`config.mk`:
```
export PLATFORM = sky130hd
export DESIGN_NAME = fp32_acc_feeder
export DESIGN_NICKNAME = d
export VERILOG_FILES = /design/src/rtl/fp32_acc_feeder.sv
export SDC_FILE = /design/constraint.sdc
export NUM_CORES = 1
export LEC_CHECK = 0
export CAP_MARGIN = 5
export CORE_MARGIN = 10
export CORE_UTILIZATION = 59
export CTS_CLUSTER_DIAMETER = 60
export DETAILED_ROUTE_END_ITERATION = 8
export PLACE_DENSITY = 0.87
export SLEW_MARGIN = 20
export SYNTH_ARGS = -nofsm -noshare
export SYNTH_HDL_FRONTEND = slang
export SYNTH_SLANG_ARGS = --single-unit
```
`constraint.sdc`:
```
create_clock -name clk -period 5.2 [get_ports clk]
set_input_delay 1.04 -clock clk [delete_from_list [all_inputs] [get_ports clk]]
set_output_delay 1.04 -clock clk [all_outputs]
set_load 0.05 [all_outputs]
```
`src/rtl/fp32_acc_feeder.sv`:
```
// Streaming FP32 sum-reduction controller driving a 3-stage pipelined adder.
// Optional build macro: SFU_ACC_ZERO_SKIP_EN (elements with exponent 0 are counted but not summed).
module fp32_acc_feeder #(
  parameter int DATA_WIDTH = 32,
  parameter int LANES      = 3,
  parameter int CNT_WIDTH  = 16
) (
  input  logic                  clk,
  input  logic                  rst_n,
  input  logic [DATA_WIDTH-1:0] in_data,
  input  logic                  in_valid,
  input  logic                  in_last,
  output logic                  in_ready,
  output logic [DATA_WIDTH-1:0] sum_data,
  output logic [CNT_WIDTH-1:0]  sum_count,
  output logic                  sum_valid,
  input  logic                  sum_ready,
  output logic [DATA_WIDTH-1:0] add_a,
  output logic [DATA_WIDTH-1:0] add_b,
  output logic                  add_vld_in,
  output logic                  add_en,
  input  logic [DATA_WIDTH-1:0] add_result,
  input  logic                  add_vld_out
);

  localparam int PW = (LANES > 1) ? $clog2(LANES) : 1;
  localparam int IW = $clog2(LANES + 1);

  // Handshakes: a transfer happens on a cycle where valid and ready are both high
  // at the rising edge; valid never waits on ready, and sum_valid holds until taken.
  typedef enum logic [2:0] {ACCUM, FLUSH, FOLD_ISSUE, FOLD_WAIT, OUT} state_t;

  state_t                state;
  logic [PW-1:0]         ptr;
  logic [PW-1:0]         fold_i;
  logic [DATA_WIDTH-1:0] psum [LANES];
  logic [LANES-1:0]      psum_v;
  logic [IW-1:0]         inflight;

  logic                  hs;
  logic                  skip;
  logic                  cur_v;
  logic [DATA_WIDTH-1:0] cur;
  logic                  accum_issue;
  logic                  fold_issue;
  logic                  found_i;
  logic                  found_j;
  logic [PW-1:0]         fi;
  logic [PW-1:0]         fj;

  assign hs = in_valid & in_ready;

`ifdef SFU_ACC_ZERO_SKIP_EN
  assign skip = (in_data[30:23] == 8'h00);
`else
  assign skip = 1'b0;
`endif

  // A result arriving now was issued LANES cycles ago from the slot the pointer is on again.
  assign cur_v = add_vld_out | psum_v[ptr];
  assign cur   = add_vld_out ? add_result : psum[ptr];

  assign accum_issue = (state == ACCUM) & hs & ~skip & cur_v;

  always_comb begin
    found_i = 1'b0;
    found_j = 1'b0;
    fi      = '0;
    fj      = '0;
    for (int k = 0; k < LANES; k++) begin
      if (psum_v[k]) begin
        if (!found_i) begin
          fi      = PW'(k);
          found_i = 1'b1;
        end else if (!found_j) begin
          fj      = PW'(k);
          found_j = 1'b1;
        end
      end
    end
  end

  assign fold_issue = (state == FOLD_ISSUE) & found_j;

  // Issue is combinational so the adder sees vld_in in the same cycle as the slot decision.
  always_comb begin
    add_vld_in = accum_issue | fold_issue;
    add_a      = '0;
    add_b      = '0;
    if (accum_issue) begin
      add_a = in_data;
      add_b = cur;
    end else if (fold_issue) begin
      add_a = psum[fi];
      add_b = psum[fj];
    end
  end

  always_ff @(posedge clk or negedge rst_n) begin
    if (!rst_n) begin
      state     <= ACCUM;
      ptr       <= '0;
      fold_i    <= '0;
      psum_v    <= '0;
      inflight  <= '0;
      in_ready  <= 1'b0;
      sum_valid <= 1'b0;
      sum_data  <= '0;
      sum_count <= '0;
      add_en    <= 1'b0;
      for (int k = 0; k < LANES; k++) psum[k] <= '0;
    end else begin
      add_en <= 1'b1;
      case ({add_vld_in, add_vld_out})
        2'b10:   inflight <= inflight + 1'b1;
        2'b01:   inflight <= inflight - 1'b1;
        default: inflight <= inflight;
      endcase

      case (state)
        ACCUM: begin
          ptr      <= (ptr == PW'(LANES - 1)) ? '0 : ptr + 1'b1;
          in_ready <= 1'b1;
          if (hs) begin
            sum_count <= sum_count + 1'b1;
            if (skip) begin
              if (add_vld_out) begin
                psum[ptr]   <= add_result;
                psum_v[ptr] <= 1'b1;
              end
            end else if (!cur_v) begin
              psum[ptr]   <= in_data;
              psum_v[ptr] <= 1'b1;
            end else begin
              psum_v[ptr] <= 1'b0;
            end
            if (in_last) begin
              state    <= FLUSH;
              in_ready <= 1'b0;
            end
          end else if (add_vld_out) begin
            psum[ptr]   <= add_result;
            psum_v[ptr] <= 1'b1;
          end
        end

        FLUSH: begin
          ptr <= (ptr == PW'(LANES - 1)) ? '0 : ptr + 1'b1;
          if (add_vld_out) begin
            psum[ptr]   <= add_result;
            psum_v[ptr] <= 1'b1;
          end
          if (inflight == '0) state <= FOLD_ISSUE;
        end

        FOLD_ISSUE: begin
          if (found_j) begin
            psum_v[fi] <= 1'b0;
            psum_v[fj] <= 1'b0;
            fold_i     <= fi;
            state      <= FOLD_WAIT;
          end else begin
            sum_data  <= found_i ? psum[fi] : '0;
            sum_valid <= 1'b1;
            state     <= OUT;
          end
        end

        FOLD_WAIT: begin
          if (add_vld_out) begin
            psum[fold_i]   <= add_result;
            psum_v[fold_i] <= 1'b1;
            state          <= FOLD_ISSUE;
          end
        end

        OUT: begin
          if (sum_ready) begin
            sum_valid <= 1'b0;
            sum_count <= '0;
            psum_v    <= '0;
            ptr       <= '0;
            in_ready  <= 1'b1;
            state     <= ACCUM;
          end
        end

        default: state <= ACCUM;
      endcase
    end
  end

endmodule

```
# Word level (Yosys, flattened, before mapping)
# Index checks and enable logic that the tools add are counted.
[op_classes]
muxes = 80
add_sub_neg = 4
reduce_logical = 24
magnitude_cmp = 14
n_bitwise = 19
n_eq_ne = 15
[ops]
columns = ["cell", "n"]
rows = [
  ["2-to-1 mux 32 bit", 14],
  ["2-to-1 mux 96 bit", 4],
  ["bitwise mux 96 bit", 3],
  ["case mux 96 bit (3 select lines)", 1],
  ["binary-select mux 32 bit (select 2 bit)", 3],
  ["demux 32 bit (select 2 bit)", 2],
  ["2-to-1 mux 3 bit", 11],
  ["2-to-1 mux 16 bit", 2],
  ["case mux 16 bit (2 select lines)", 1],
  ["case mux 3 bit (5 select lines)", 2],
  ["2-to-1 mux 1 bit", 21],
  ["adder 16 x 1 -> 16 bit (second input constant)", 1],
  ["2-to-1 mux 2 bit", 7],
  ["!= test 2 bit (second input constant)", 7],
  ["greater-or-equal comparator 3 bit (second input constant)", 4],
  ["< comparator 2 x 3 -> 1 bit (second input constant)", 4],
  ["NOT 2 -> 3 bit", 4],
  ["bitwise AND 3 bit", 3],
  ["NOT 3 bit", 3],
  ["AND reduction 3 bit", 3],
  ["demux 1 bit (select 2 bit)", 4],
  ["greater-or-equal comparator 2 x 1 -> 1 bit (second input constant)", 4],
  ["case mux 2 bit (2 select lines)", 2],
  ["AND reduction 2 bit", 4],
  ["other kinds (24)", 42],
]
[word_totals]
output_inout_bits = 116
input_bits = 70
ff_bits = 159
wordCells = 169

# Depth between registers and ports, before layout
# Gate-level depths: netlist of run 1.
[depth]
ltp_word = 14
ltp_mapped = 12
ltp_nobuf = 10

# Worst setup path after synthesis of run 1
# Ideal clock, no wire load.
[synth_path]
path_type = "input port to output port"
startpoint = "in add_vld_out"
endpoint = "out add_b[10]"
path_buffers = 2
arrival_time_ps = 2622
path_slack_ps = 1538
required_time_ps = 4160
cell_stages = 4
path_cell_list = "buf_2 > buf_1 > mux2i_1 > o22ai_1"
[synth_via]
elab_chain_len = 3
elab_cells_between_ends = 4
cone_classes = "mux (2); bitwise (2)"
[synth_rtl]
columns = ["element", "line", "text"]
rows = [
  ["start: declaration", "23", "input logic add_vld_out"],
  ["bitwise OR 1 bit", "60", "assign cur_v = add_vld_out | psum_v[ptr];"],
  ["bitwise AND 1 bit", "63", "assign accum_issue = (state == ACCUM) & hs & ~skip & cur_v;"],
  ["2-to-1 mux 32 bit (*)", "90", "if (accum_issue) begin"],
  ["end: declaration", "19", "output logic [DATA_WIDTH-1:0] add_b,"],
]
# Mark *: on every way between the ends. The rest lies on a longest branch, timed or not.

# Worst setup path in the final report of run 1
[layout_path]
startpoint = "reg ptr[1]"
endpoint = "out add_b[23]"
[layout_via]
elab_chain_len = 6
elab_cells_between_ends = 10
cone_classes = "mux (7); bitwise (3)"
[layout_rtl]
columns = ["element", "line", "text"]
rows = [
  ["start: declaration", "34", "logic [PW-1:0] ptr;"],
  ["start signal: assignment", "122", "ptr <= (ptr == PW'(LANES - 1)) ? '0 : ptr + 1'b1;"],
  ["start signal: assignment", "148", "ptr <= (ptr == PW'(LANES - 1)) ? '0 : ptr + 1'b1;"],
  ["NOT 2 -> 3 bit (implied by the code)", "61", "assign cur = add_vld_out ? add_result : psum[ptr];"],
  ["binary-select mux 32 bit (select 2 bit)", "61", ""],
  ["2-to-1 mux 32 bit (implied by the code) (2 in a row)", "61", ""],
  ["2-to-1 mux 32 bit", "61", ""],
  ["2-to-1 mux 32 bit (*)", "90", ""],
]
# Mark *: on every way between the ends. The rest lies on a longest branch, timed or not. The select of a mux whose other input is x is not followed.

==> flow_metrics.py, run 1 <==
metrics = {
    "route": {
        "drt-vias-per-instance": 7.467,
        "wl_per_cell_um": 26.03,
        "vias": 13060,
        "drt_iter0_drc": 2659,
        "ant_nets": 0,
        "first_pass_iters": 7,
        "wl_um": 45520,
        "drc": 0,
    },
    "power": {
        "p_total_mw": 10.85,
        "power-per-cell-area_mw_per_mm2": 724.7,
        "cellLeakagePower_nw": 6.244,
        "peakVddDrop_v": 0.0006298,
    },
    "critical_path": {
        "critPathLaunchType": "flop",
        "crit_chain": "buf_4, nor2b_4, a221oi_4, nand2b_1, buf_4, o22ai_1, buf_12",
        "path_buf_inv": 3,
        "cpLargestDelayFamily": "buffers and inverters",
        "cp_slowest_stage_delay_ps": 730,
        "critPathSlowestCell": "nor2b_4",
        "crit_arrival_ps": 3410,
        "critical_path_required_ps": 4160,
        "critPathKind": "flop to output port",
        "worst-path-max-fanout": 41,
        "endpoint_kind": "output port",
        "path_common_cell": "buf_4",
    },
    "logic_synthesis": {
        "yosysSeqAreaShare": 0.3388,
        "syn_area_mm2": 0.01174,
        "syn_avg_cell_area_um2": 8.628,
        "yosys-top-cells-count": "a21oi_1 (197), mux2i_1 (192), dfrtp_1 (159)",
        "syn-num-nets": 1437,
        "yosysUniqueCellTypes": 60,
        "syn-instance-count": 1361,
        "ys.flop_type": "dfrtp_1",
        "ys.warnings.count": 0,
        "synth_most_common_cell": "a21oi_1",
        "async_reset_ff_frac": 1.000,
        "synth_edf_count": 0,
        "yosysTopAreaCellShare": 0.3388,
        "synth_seq_cells": 159,
        "yosys.area.top_type": "dfrtp_1",
        "yosys-top-cells-area": "dfrtp_1 (34%), mux2i_1 (16%), a21oi_1 (8.4%), o2bb2ai_1 (7.2%), o22ai_1 (6.8%)",
    },
    "clock_network": {
        "cts_resized": 0,
        "h-tree-depth": 4,
        "clk_latency_ps": 440,
        "cts_num_sinks": 159,
        "cts_buffers": 17,
        "clk_path_buf_depth": 2,
        "cts_hold_buf": 0,
        "clkSlewWorstSetupHoldPaths_ps": 60,
        "cts_root_buf": "clkbuf_16",
        "post_cts_buffers": 0,
        "cts_tree": "done",
    },
    "timing": {
        "max_freq_mhz": 224.5,
        "finalClockSkew_ps": 11.11,
        "period_minus_slack_ps": 4454,
        "slew_headroom": 0.2341,
        "hold_violations": 0,
        "finalSetupViolCount": 0,
        "report.final.slew_viol_count": 0,
        "fin_setup_tns_ps": 0,
        "rsz0062_at_grt": "no",
        "fin_crit_sh": 0.8565,
        "worst_pin_slew_ps": 1149,
    },
    "final_layout": {
        "area_delta_synth_final_pct": 27.51,
        "layout-drive-gt1-share": 0.1079,
        "seq_area_mm2": 0.003980,
        "multi_input_area_mm2": 0.007198,
        "final.fill_count": 1337,
        "nNetsFinal": 1546,
    },
    "placement": {
        "dp_hpwl_um": 27410,
        "routabilityCongestion": 0.9087,
        "port_buffers": 185,
    },
    "floorplan": {
        "fp.dieArea_mm2": 0.02595,
        "dieHeight_um": 161.1,
        "rows": 51,
        "num_io_pins": 186,
        "fp.dieW_um": 161.1,
        "core_mm2": 0.01953,
        "start_util": 0.6014,
    },
    "grt": {
        "antenna_found_initial": 2,
        "overflow": 0,
        "grt_max_degree": 102,
        "grt_usage": 0.3340,
        "grt_pass1_vias": 12790,
        "grt_pass1_wl_um": 70950,
    },
    "run": {
        "drv_cap": 0,
    },
    "min_path": {
        "hp-class": "flop to flop",
    },
    "run_status": {
        "status": "finished, final reports clean",
    },
}
-- kinds of logic (layout without fill, tap and decap cells) --
logic type      after synthesis  count (layout)  synth area share
other cells                   1               2         0.0003194
simple gates                240             240           0.08897
xor+xnor                     11              11          0.008205
fa+ha+maj                     6               6          0.006393
compound gates              606             606            0.3370
flops                       159             159            0.3388
buf+inv                     144             266           0.05434
mux                         194             194            0.1659
-- per-stage QoR --
| step | cells | hold slack, ps | area (um^2) | setup slack, ps | util |
|---|---|---|---|---|---|
| after global routing | 1749 | 506.3 | 14970 | 765.9 | 0.7668 |
| final | 1749 | 473.4 | 14970 | 746.0 | 0.7668 |
| after detailed placement | 1715 | 465.8 | 14340 | 1064 | 0.7342 |
| after global placement | 1715 | 458.3 | 14340 | 1152 | 0.7342 |
| after CTS | 1747 | 478.1 | 14940 | 953.5 | 0.7653 |
| after floorplan | 1361 | 442.6 | 11740 | 1538 | - |
-- area by class of cell --
class | count | area share
Tap cell | 265 | 0.02214
Clock inverter | 12 | 0.01070
Clock buffer | 20 | 0.02983
Inverter | 12 | 0.003008
Multi-Input combinational cell | 1058 | 0.4807
Sequential cell | 159 | 0.2658
Antenna cell | 1 | 0.0001671
Timing Repair Buffer | 222 | 0.1876
-- per-layer routing --
layer / up-vias / GRT usage / routed length [um]
met4: 2 / 0.2031 / 2893
met3: 336 / 0.1085 / 6827
met1: 6020 / 0.4101 / 16010
met5: - / 0 / 13
li1: 5420 / - / -
met2: 1281 / 0.5011 / 19780
-- worst paths after layout --
path,slack (ps),startpoint,to,cells past startpoint
setup / recovery,750,ptr[1],add_b[23],7
hold / removal,470,inflight[1],inflight[1],1
setup reg to reg,1770,ptr[1],flop,7
hold reg to reg,470,inflight[1],inflight[1],1
max in group asynchronous,3370,rst_n,sum_data[14],2
min in group asynchronous,710,rst_n,sum_count[9],1
-- power breakdown --
part / switching (mW) / internal (mW)
Sequential: 0.689 / 1.74
Combinational: 4.53 / 2.56
Clock: 0.558 / 0.770
Total: 5.78 / 5.07
-- layout by cell type (no fill, tap or decap), types with 5 or more instances in the layout --
cell               n
a21oi_1          197
clkbuf_16         17
nand2_1          156
dfrtp_1          158
xnor2_1            8
a22o_1            65
nand3_1            7
mux2i_1          192
o21ai_0           60
nor2_1            23
clkinvlp_4         7
ha_1               5
or3_1              6
buf_12            66
inv_1             11
nand2b_1           6
a31oi_1           27
clkdlybuf4s50_1  118
nor3_1             6
buf_4             35
o2bb2ai_1         96
and2_1             6
o22ai_1          128
-- worst reg2reg max path, delay by kind of cell (launching register included) --
| family | cells | cell delay [ps] |
|---|---|---|
| buf+inv | 2 | 920 |
| flops | 1 | 330 |
| compound gates | 2 | 320 |
| simple gates | 3 | 1800 |
Power figures use the tool's default switching activity.
==> inputs of run 2 (changes only) <==
Settings changed: CORE_MARGIN 10 to 4, CORE_UTILIZATION 59 to 45, PLACE_DENSITY 0.87 to 0.69.
==> run 2 against run 1 <==
Final area is 0.48% higher. Clock power is 4% lower. Via count fell by 4.8%. Cell count rose by 3.8%. Die area rose by 11%. First-iteration DRC count down 44%. Largest cell class unchanged. Combinational power about the same. Core utilization fell by 17 points. Sequential share of layout area down 0.13 points.
==> flow_metrics.py, run 2 (synthesized netlist as in run 1, its figures left out) <==
metrics = {
    "timing": {
        "worst_slack_ps": 660.2,
        "rsz0062_at_grt": "no",
        "slew_headroom": 0.2451,
        "fin_setup_tns_ps": 0,
        "finalClockSkew_ps": 10.43,
        "finalSetupViolCount": 0,
        "hold_violations": 0,
        "report.final.slew_viol_count": 0,
        "worst_pin_slew_ps": 1132,
        "period_minus_slack_ps": 4540,
        "fin_crit_sh": 0.8730,
        "max_freq_mhz": 220.3,
    },
    "route": {
        "wl_um": 45800,
        "drc": 0,
        "drt_iter0_drc": 1479,
        "wl_per_cell_um": 25.23,
        "drt-vias-per-instance": 6.850,
        "first_pass_iters": 5,
        "ant_nets": 0,
        "vias": 12430,
    },
    "placement": {
        "port_buffers": 185,
        "dp_hpwl_um": 27190,
        "pre_cts_slack_ps": 1191,
        "routabilityCongestion": 0.8982,
    },
    "grt": {
        "grt_usage": 0.3111,
        "grt_pass1_wl_um": 71220,
        "grt_use_met1": 0.4182,
        "grt_max_degree": 98,
        "grt_pass1_vias": 12190,
        "antenna_found_initial": 1,
        "top_usage_layer": "met2",
        "grt_use_met2": 0.4747,
        "overflow": 0,
        "gr-usage-met3": 0.08549,
    },
    "critical_path": {
        "r2r_end": "inflight[1]",
        "critPathKind": "flop to output port",
        "crit_arrival_ps": 3500,
        "rr_worst_depth": 9,
        "worst-path-max-fanout": 23,
        "critical_path_required_ps": 4160,
        "endpoint_kind": "output port",
        "cp-endpoint": "add_b[3]",
        "rrSetupSlack_ps": 1970,
        "critPathLaunchType": "flop",
    },
    "floorplan": {
        "fp.dieArea_mm2": 0.02874,
        "start_util": 0.4623,
        "dieHeight_um": 169.5,
        "num_io_pins": 186,
        "rows": 58,
        "fp.dieW_um": 169.5,
        "core_mm2": 0.02540,
    },
    "final_layout": {
        "layout-drive-gt1-share": 0.1111,
        "final_common_cell": "a21oi_1",
        "area_delta_synth_final_pct": 28.12,
        "antenna_cells": 0,
        "nNetsFinal": 1548,
        "final_cell_mix": "a21oi_1 (197), mux2i_1 (192), dfrtp_1 (158)",
    },
    "clock_network": {
        "cts_buffers": 17,
        "clk_latency_ps": 440,
        "cts_hold_buf": 0,
        "cts_resized": 0,
        "cts_num_sinks": 159,
        "clk_path_buf_depth": 2,
        "cts_tree": "done",
        "post_cts_buffers": 0,
        "cts_root_buf": "clkbuf_16",
        "clkSlewWorstSetupHoldPaths_ps": 70,
        "h-tree-depth": 4,
    },
    "min_path": {
        "hp-class": "flop to flop",
    },
    "run": {
        "drv_cap": 0,
    },
    "power": {
        "peakVddDrop_v": 0.0004781,
        "power-per-cell-area_mw_per_mm2": 714.2,
        "cellLeakagePower_nw": 6.259,
    },
    "run_status": {
        "status": "finished, final reports clean",
    },
}
run 2: cell count changes in the layout (fill, tap and decap cells not counted), sizes merged:
cell | previous run | this run
clkbuf | 20 | 19
bufinv | 3 | 1
clkinv | 2 | 4
buf | 104 | 106
clkinvlp | 7 | 4
inv | 12 | 16
diode | 1 | 0
run 2: worst min-delay path by stage:
stage	from	endpoint	cells past startpoint
5_1_grt	inflight[1]	inflight[1]	1
6_report	inflight[1]	inflight[1]	1
3_5_place_dp	inflight[1]	inflight[1]	1
4_1_cts	inflight[1]	inflight[1]	1
3_3_place_gp	inflight[1]	inflight[1]	1
2_1_floorplan	inflight[1]	inflight[1]	1
run 2: power by group:
group	internal [mW]	switching, mW
Combinational	2.57	4.52
Sequential	1.74	0.634
Clock	0.695	0.584
Total	5.01	5.74
run 2: stage by stage:
stage               utilization  power, mW  area [um^2]  hold slack [ps]  std cells
floorplan                     -      6.803        11740            442.6       1361
global placement         0.5683      9.140        14440            457.7       1782
detailed placement       0.5683      9.268        14440            470.0       1782
CTS                      0.5912      10.57        15020            478.5       1814
global route             0.5923      11.24        15040            517.6       1815
finish                   0.5923      10.75        15040            485.1       1815
run 2: layout make-up:
| cell class | instances | area [um^2] |
|---|---|---|
| fill | 2217 | 10350 |
| inverter | 12 | 45.04 |
| multi-input combinational | 1058 | 7201 |
| sequential | 159 | 3980 |
| timing repair buffer | 224 | 2824 |
| clock inverter | 13 | 128.9 |
| tap | 330 | 412.9 |
| clock buffer | 19 | 452.9 |
run 2: per-layer routing:
metal	part of all wire	vias to the layer above	routed length, um
li1	-	5428	-
met1	0.40	6005	18160
met2	0.45	848	20580
met3	0.12	150	5325
met4	0.038	2	1724
met5	0.00022	-	10
run 2: worst max-delay path, cell delays in order (launching register included):
cell and delay [ps]:
dfrtp_1 520, ha_2 560, nand2b_1 160, nand2_1 110, nand2_1 630, buf_4 490, o22ai_1 380, buf_12 190
==> inputs of run 3 (changes only) <==
Settings changed: PLACE_DENSITY 0.69 to 0.71.
Clock period 5.2 ns to 3.7 ns, I/O delays scaled along.
==> run 3 against run 2 <==
Clock power is 43% higher. Count of clock-buffer cells in the layout is 2 lower. Global-route usage is 0.068 points higher. Power is 44% higher. Cell count is 1.4% higher. Setup slack worse by 580 ps. Wire length is 1.0% higher. Core utilization is 0.96 points higher. Register-to-register slack worse by 1100 ps. First-iteration DRC count is 6.2% higher.
==> flow_metrics.py, run 3 (synthesized netlist as in run 1, its figures left out) <==
metrics = {
    "grt": {
        "grt_pass1_wl_um": 70990,
        "grt_pass1_vias": 12260,
        "grt_usage": 0.3118,
        "antenna_found_initial": 1,
        "overflow": 0,
        "grt_max_degree": 70,
    },
    "timing": {
        "finalSetupViolCount": 0,
        "hold_violations": 0,
        "fin_crit_sh": 0.9776,
        "worst_pin_slew_ps": 1066,
        "slew_headroom": 0.2893,
        "finalClockSkew_ps": 12.77,
        "rsz0062_at_grt": "no",
        "period_minus_slack_ps": 3617,
        "max_freq_mhz": 276.5,
        "fin_setup_tns_ps": 0,
        "report.final.slew_viol_count": 0,
    },
    "clock_network": {
        "cts_root_buf": "clkbuf_16",
        "clk_latency_ps": 450,
        "clk_path_buf_depth": 2,
        "cts_num_sinks": 159,
        "cts_buffers": 17,
        "h-tree-depth": 4,
        "clkSlewWorstSetupHoldPaths_ps": 70,
        "cts_resized": 0,
        "cts_hold_buf": 0,
        "post_cts_buffers": 0,
        "cts_tree": "done",
    },
    "critical_path": {
        "critPathSlowestCell": "clkdlybuf4s50_1",
        "rrSetupSlack_ps": 910,
        "critPathLaunchType": "input pin",
        "cp_slowest_stage_delay_ps": 500,
        "crit_chain": "clkdlybuf4s50_1, and2_2, buf_4, and2_1, nand2b_2, buf_4, o22ai_1, buf_12",
        "path_common_cell": "buf_4",
        "critical_path_required_ps": 2960,
        "critPathKind": "input pin to output port",
        "worst-path-max-fanout": 24,
        "crit_arrival_ps": 2880,
        "endpoint_kind": "output port",
    },
    "route": {
        "ant_nets": 0,
        "first_pass_iters": 9,
        "drt_iter0_drc": 1571,
        "drc": 0,
        "vias": 12620,
        "drt-vias-per-instance": 6.858,
        "wl_um": 46270,
        "wl_per_cell_um": 25.15,
    },
    "floorplan": {
        "dieHeight_um": 169.5,
        "start_util": 0.4623,
        "fp.dieW_um": 169.5,
        "core_mm2": 0.02540,
        "rows": 58,
        "num_io_pins": 186,
        "fp.dieArea_mm2": 0.02874,
    },
    "final_layout": {
        "final_cell_mix": "a21oi_1 (197), mux2i_1 (192), dfrtp_1 (158)",
        "final_common_cell": "a21oi_1",
        "nNetsFinal": 1574,
        "final.fill_count": 2198,
        "area_delta_synth_final_pct": 30.20,
        "final_util": 0.6019,
        "layout-drive-gt1-share": 0.1265,
        "antenna_cells": 0,
    },
    "power": {
        "power-per-cell-area_mw_per_mm2": 1012,
        "cellLeakagePower_nw": 6.399,
        "peakVddDrop_v": 0.0007229,
    },
    "placement": {
        "dp_hpwl_um": 29280,
        "routabilityCongestion": 0.9569,
        "port_buffers": 185,
    },
    "min_path": {
        "hp-class": "input pin to asynchronous set/reset pin",
    },
    "run": {
        "drv_cap": 0,
    },
    "run_status": {
        "status": "finished, final reports clean",
    },
}
## run 3: routing by layer
layer	GRT usage	wire (um)	vias up
met5	0	17	-
met4	0.1379	1786	2
met3	0.06988	5146	145
met2	0.4915	21260	926
met1	0.4128	18060	6073
li1	-	-	5473
## run 3: layout make-up
| cell class | count | area, um^2 | area share |
|---|---|---|---|
| Clock inverter | 14 | 158.9 | 0.01039 |
| Tap cell | 330 | 412.9 | 0.02701 |
| Inverter | 12 | 45.04 | 0.002946 |
| Clock buffer | 17 | 425.4 | 0.02783 |
| Timing Repair Buffer | 250 | 3049 | 0.1994 |
| Sequential cell | 159 | 3980 | 0.2603 |
| Multi-Input combinational cell | 1058 | 7217 | 0.4721 |
## run 3: worst max-delay path, delay by kind of cell
family / cells / cell delay (ps)
buffers and inverters: 4 / 1210
AOI/OAI and AO/OA: 1 / 310
and+or+nand+nor: 3 / 580
## run 3: path summary, 6_finish.rpt
check	from	endpoint	depth (start not counted)
worst min register to register	inflight[1]	inflight[1]	1
min in group clk	inflight[1]	inflight[1]	1
max in group asynchronous	rst_n	ptr[0]	2
worst max register to register	ptr[0]	flop	6
worst min-delay path	rst_n	sum_data[27]	1
worst max-delay path	in_valid	add_b[22]	8
## run 3: per-stage QoR
| step | instances | setup WS, ps | area [um^2] | power (mW) | hold slack, ps |
|---|---|---|---|---|---|
| finish | 1840 | 83.01 | 15290 | 15.47 | 276.6 |
| detailed placement | 1809 | 102.9 | 14700 | 13.36 | 468.3 |
| global placement | 1809 | 155.0 | 14700 | 13.23 | 459.3 |
| global route | 1840 | 20.51 | 15290 | 16.10 | 316.6 |
| CTS | 1840 | 74.43 | 15290 | 15.20 | 304.6 |
| floorplan | 1361 | 439.5 | 11740 | 9.560 | 442.6 |
## run 3: power by group
part,internal (mW),switching [mW]
registers,2.44,0.867
clock network,1.00,0.827
logic,3.82,6.51
